<file path="src/rtl/uart_reg_write_bridge.sv">
// UART (8N1) command receiver that turns checksummed A5/addr/data/csum packets
// into single-cycle register writes for the LED register peripheral.
module uart_reg_write_bridge #(
    parameter int         CLKS_PER_BIT = 868,
    parameter int         TIMEOUT_CLKS = 17360,
    parameter logic [7:0] SYNC_BYTE    = 8'hA5
) (
    input  logic       clk,
    input  logic       reset_n,
    input  logic       uart_rx,
    output logic       write_enable,
    output logic [7:0] write_address,
    output logic [7:0] write_data,
    output logic       frame_error,
    output logic       pkt_error,
    output logic       busy
);

    localparam int CW = $clog2(CLKS_PER_BIT);
    localparam int TW = $clog2(TIMEOUT_CLKS + 1);
    localparam logic [CW-1:0] HALF_M1 = CW'(CLKS_PER_BIT / 2 - 1);
    localparam logic [CW-1:0] FULL_M1 = CW'(CLKS_PER_BIT - 1);
    localparam logic [TW-1:0] TO_M1   = TW'(TIMEOUT_CLKS - 1);

    typedef enum logic [1:0] {RX_IDLE, RX_START, RX_DATA, RX_STOP} rx_state_t;
    typedef enum logic [1:0] {P_WAIT_SYNC, P_GET_ADDR, P_GET_DATA, P_GET_CSUM} p_state_t;

    logic          r_rx_meta, r_rx_sync, r_rx_prev;
    rx_state_t     r_rx_state;
    logic [CW-1:0] r_clk_cnt;
    logic [2:0]    r_bit_cnt;
    logic [7:0]    r_shift;
    logic          r_byte_valid;

    p_state_t      r_pstate;
    logic [7:0]    r_addr, r_data;
    logic [TW-1:0] r_idle_cnt;
    logic          r_chk_pend, r_chk_ok;
    logic [7:0]    w_csum_exp;

    // r_rx_prev is a third stage used only for falling-edge detection
    always_ff @(posedge clk or negedge reset_n) begin
        if (!reset_n) begin
            r_rx_meta <= 1'b1;
            r_rx_sync <= 1'b1;
            r_rx_prev <= 1'b1;
        end else begin
            r_rx_meta <= uart_rx;
            r_rx_sync <= r_rx_meta;
            r_rx_prev <= r_rx_sync;
        end
    end

    always_ff @(posedge clk or negedge reset_n) begin
        if (!reset_n) begin
            r_rx_state   <= RX_IDLE;
            r_clk_cnt    <= '0;
            r_bit_cnt    <= '0;
            r_shift      <= '0;
            r_byte_valid <= 1'b0;
            frame_error  <= 1'b0;
        end else begin
            r_byte_valid <= 1'b0;
            frame_error  <= 1'b0;
            case (r_rx_state)
                RX_IDLE: begin
                    if (r_rx_prev && !r_rx_sync) begin
                        r_rx_state <= RX_START;
                        r_clk_cnt  <= '0;
                        r_bit_cnt  <= '0;
                    end
                end
                RX_START: begin
                    if (r_clk_cnt == HALF_M1) begin
                        r_clk_cnt  <= '0;
                        r_rx_state <= r_rx_sync ? RX_IDLE : RX_DATA;
                    end else begin
                        r_clk_cnt <= r_clk_cnt + 1'b1;
                    end
                end
                RX_DATA: begin
                    if (r_clk_cnt == FULL_M1) begin
                        r_clk_cnt <= '0;
                        r_shift   <= {r_rx_sync, r_shift[7:1]};
                        r_bit_cnt <= r_bit_cnt + 1'b1;
                        if (r_bit_cnt == 3'd7) r_rx_state <= RX_STOP;
                    end else begin
                        r_clk_cnt <= r_clk_cnt + 1'b1;
                    end
                end
                RX_STOP: begin
                    if (r_clk_cnt == FULL_M1) begin
                        r_clk_cnt  <= '0;
                        r_rx_state <= RX_IDLE;
                        if (r_rx_sync) r_byte_valid <= 1'b1;
                        else           frame_error  <= 1'b1;
                    end else begin
                        r_clk_cnt <= r_clk_cnt + 1'b1;
                    end
                end
                default: r_rx_state <= RX_IDLE;
            endcase
        end
    end

    assign w_csum_exp = r_addr + r_data;
    assign busy       = (r_pstate != P_WAIT_SYNC);

    // Checksum verdict is registered first, then drives the output strobes one edge later
    always_ff @(posedge clk or negedge reset_n) begin
        if (!reset_n) begin
            r_pstate      <= P_WAIT_SYNC;
            r_addr        <= '0;
            r_data        <= '0;
            r_idle_cnt    <= '0;
            r_chk_pend    <= 1'b0;
            r_chk_ok      <= 1'b0;
            write_enable  <= 1'b0;
            write_address <= '0;
            write_data    <= '0;
            pkt_error     <= 1'b0;
        end else begin
            write_enable <= 1'b0;
            pkt_error    <= 1'b0;
            r_chk_pend   <= 1'b0;
            if (r_chk_pend) begin
                if (r_chk_ok) begin
                    write_enable  <= 1'b1;
                    write_address <= r_addr;
                    write_data    <= r_data;
                end else begin
                    pkt_error <= 1'b1;
                end
            end
            if (frame_error) begin
                r_pstate   <= P_WAIT_SYNC;
                r_idle_cnt <= '0;
            end else if (r_byte_valid) begin
                r_idle_cnt <= '0;
                case (r_pstate)
                    P_WAIT_SYNC: if (r_shift == SYNC_BYTE) r_pstate <= P_GET_ADDR;
                    P_GET_ADDR: begin
                        r_addr   <= r_shift;
                        r_pstate <= P_GET_DATA;
                    end
                    P_GET_DATA: begin
                        r_data   <= r_shift;
                        r_pstate <= P_GET_CSUM;
                    end
                    P_GET_CSUM: begin
                        r_chk_pend <= 1'b1;
                        r_chk_ok   <= (r_shift == w_csum_exp);
                        r_pstate   <= P_WAIT_SYNC;
                    end
                    default: r_pstate <= P_WAIT_SYNC;
                endcase
            end else if (r_pstate != P_WAIT_SYNC) begin
                if (r_idle_cnt == TO_M1) begin
                    r_pstate   <= P_WAIT_SYNC;
                    r_idle_cnt <= '0;
                end else begin
                    r_idle_cnt <= r_idle_cnt + 1'b1;
                end
            end else begin
                r_idle_cnt <= '0;
            end
        end
    end

endmodule

</file>
<file path="config.mk">
export PLATFORM = sky130hd
export DESIGN_NAME = uart_reg_write_bridge
export DESIGN_NICKNAME = d
export VERILOG_FILES = /design/src/rtl/uart_reg_write_bridge.sv
export SDC_FILE = /design/constraint.sdc
export NUM_CORES = 1
export LEC_CHECK = 0
export CAP_MARGIN = 20
export CORE_MARGIN = 2
export CORE_UTILIZATION = 59
export DETAILED_ROUTE_END_ITERATION = 12
export GPL_TIMING_DRIVEN = 1
export PLACE_DENSITY = 0.84
export SYNTH_ARGS = -nofsm -noshare
export SYNTH_HDL_FRONTEND = slang
export SYNTH_SLANG_ARGS = --single-unit
</file>
<file path="constraint.sdc">
create_clock -name clk -period 2.7 [get_ports clk]
set_input_delay 0.54 -clock clk [delete_from_list [all_inputs] [get_ports clk]]
set_output_delay 0.54 -clock clk [all_outputs]
set_load 0.01 [all_outputs]
</file>
==> flow_summary.ini <==
[run_status]
status = finished, final reports clean

[placed_design]
io_buffers = 22
dp_cells = 421
hpwl_um = 4746
globalplace.congestion = 0.8432
pre_cts_ws_ns = 0.2203
placed_cell_area_mm2 = 0.004143

[logic_synthesis]
synth-seq-area-share_pct = 52.68
synth-edff-count = 0
syn_area_per_cell_um2 = 11.75
synth_top_area_cell = dfrtp_1
synth-main-ff-cell = dfrtp_1
synthArstFlopShare_pct = 100.0
synth_cell_types = 51
synth_cells = 328
ys_ff_latch = 81
synth_top_area_share_pct = 50.63
ys_warn_count = 0
synth_nets = 349
syn-cell-area_mm2 = 0.003855
synth.area.top_cells = dfrtp_1 51%, mux2_2 12%, ha_1 5.5%, xnor2_1 4.1%, nand2_1 2.7%

[hold_path]
hold_path_class = input pin to async pin

[route]
detail_route.first_pass.iterations = 4
drt_iter0_drc = 157
drc_errors = 0
vias = 2467
wl_um = 6759
viasPerCell = 5.645
ant_nets = 0
routedWlPerCell_um = 15.47

[timing]
fin_skew_ns = 0.008940
finalCriticalPeriod_ns = 2.478
slew_headroom_pct = 53.79
min_period_over_period_pct = 91.79
tightest_slew_ns = 0.6915
rsz0062_at_grt = false
drv_slew = 0
fmax_mhz = 403.5
fin_setup_tns_ns = 0
holdWs_ns = 0.1523
finalHoldViolCount = 0
fin_ws_ns = 0.2216
setup-violations-final = 0

[critical_path]
startpoint = r_clk_cnt[0]
rrSetupSlack_ns = 0.22
crit_required_ns = 2.93
worstSetupEndpointType = flop
rr_worst_depth = 5
r2r-start = r_clk_cnt[0]
critPathLaunchType = flop
path_max_fanout = 13
critPathKind = flop to flop
worstReg2RegEnd = r_shift[5]
crit_arrival_ns = 2.71

[global_route]
grt_max_degree = 43
overflow = 0
grt_use_total_pct = 21.18
grt_pass1_vias = 2580
antenna_found_initial = 0
grt_pass1_wl_um = 11960

[cells_and_area]
design_area_mm2 = 0.004387
area_growth_pct = 13.79
nets = 376
final_cells = 437
layout_commonest_cell = dfrtp_1
drive_gt1_share_pct = 18.89
n_antenna_cell = 0
most-common-layout-cells = 78 x dfrtp_1, 40 x mux2_2, 28 x nand2_1

[pwr]
p_seq_share_pct = 49.5
pwr_density_cell_mw_per_mm2 = 605.0
p_leak_nw = 2.093
p_sw_share_pct = 24.48
intPower_mw = 2.004
p_comb_share_pct = 10.6
vdd.ir_drop.worst_v = 0.0004910
power_frac_clock_pct = 39.9
switchingPower_mw = 0.6496

[clock_network]
clkTransAtPathRegs_ns = 0.08
ctsRootBufferMaster = clkbuf_8
hold_buffers = 0
cts_inserted_buffers = 9
clk-insertion-delay-late_ns = 0.35
cts.htree.levels = 3
clk_path_buf_depth = 2
cts_resized = 0
cts_tree = built
clock_sinks = 81
post_cts_buffers = 0

[floorplanning]
row_count = 29
start_util_pct = 60.71
die_x_um = 84.83
design.die.area_mm2 = 0.007196
fp.dieH_um = 84.83
core-area_mm2 = 0.006350
pin_count = 23

[run]
drv_cap = 0
[cell usage after synthesis (2+ instances only)]
| library cell | count |
|---|---|
| nor4_1 | 3 |
| and3_1 | 6 |
| mux2_2 | 40 |
| a211o_1 | 2 |
| nor3_1 | 6 |
| or2_2 | 3 |
| buf_4 | 2 |
| nor2_1 | 23 |
| a21o_1 | 3 |
| nor2b_1 | 3 |
| mux2i_1 | 3 |
| dfrtp_1 | 78 |
| xor2_1 | 12 |
| nand3_1 | 8 |
| nand2_1 | 28 |
| clkbuf_1 | 3 |
| nand4_1 | 3 |
| inv_1 | 11 |
| a21oi_1 | 7 |
| xnor2_1 | 18 |
| o21ai_0 | 14 |
| a31oi_1 | 3 |
| ha_1 | 17 |
| dfstp_2 | 3 |
| nand2b_1 | 3 |
[flip-flops by register name, indices dropped and copies added (netlist names), 2 cells and up, named ones only]
signal / count
r_bit_cnt: 3
r_addr: 8
r_data: 8
write_address: 8
r_idle_cnt: 15
write_data: 8
r_pstate: 2
r_shift: 8
r_clk_cnt: 10
[cell families after synthesis]
logic type	Yosys count	share of synthesized area [%]
and+or+nand+nor	98	12.92
DFF	81	52.68
muxes	43	12.46
AOI/OAI and AO/OA	40	6.817
xor gates and xnor gates	30	6.816
buffers and inverters	18	2.272
adders and majority gates	18	6.037
[final cells by class]
| type | count | area (um2) |
|---|---|---|
| clock buffers | 11 | 141.4 |
| clock inverters | 5 | 102.6 |
| fillers | 434 | 1963 |
| inverters | 11 | 41.29 |
| multi-input cells | 229 | 1737 |
| flip-flops and latches | 81 | 2031 |
| well taps | 77 | 96.34 |
| repair buffers | 23 | 237.7 |
[stage by stage]
| step | total power [mW] | utilization, % |
|---|---|---|
| after global placement | 1.598 | 65.24 |
| after floorplan | 1.561 | - |
| after global routing | 2.764 | 69.08 |
| after detailed placement | 1.616 | 65.24 |
| after CTS | 2.672 | 69.08 |
| final | 2.654 | 69.08 |
[worst max-delay path by stage]
stage,to,cells past startpoint
floorplan,r_shift[3],7
global placement,r_shift[2],5
detailed placement,r_shift[3],5
CTS,r_shift[3],5
global route,r_shift[5],5
finish,r_shift[5],5
[layer usage]
| layer | GRT usage, % | share of wire, % |
|---|---|---|
| met5 | 0 | 0 |
| met2 | 32.57 | 48 |
| met4 | 8.802 | 1.8 |
| met3 | 4.669 | 2.6 |
| met1 | 29.54 | 48 |
[power groups by stage]
stage	sequential, mW	clock, mW	combinational (mW)
finish	1.31	1.06	0.282
global route	1.32	1.13	0.316
CTS	1.31	1.08	0.285
detailed placement	1.33	0	0.282
global placement	1.33	0	0.271
floorplan	1.32	0	0.242
[worst max-delay path: stages, from the launching register on]
cell     delay [ns]
dfrtp_1        0.41
ha_1           0.22
or2b_2         0.32
nor4_2         0.45
and3b_1        0.57
mux2_2         0.40
(Power assumes the default switching activity.)
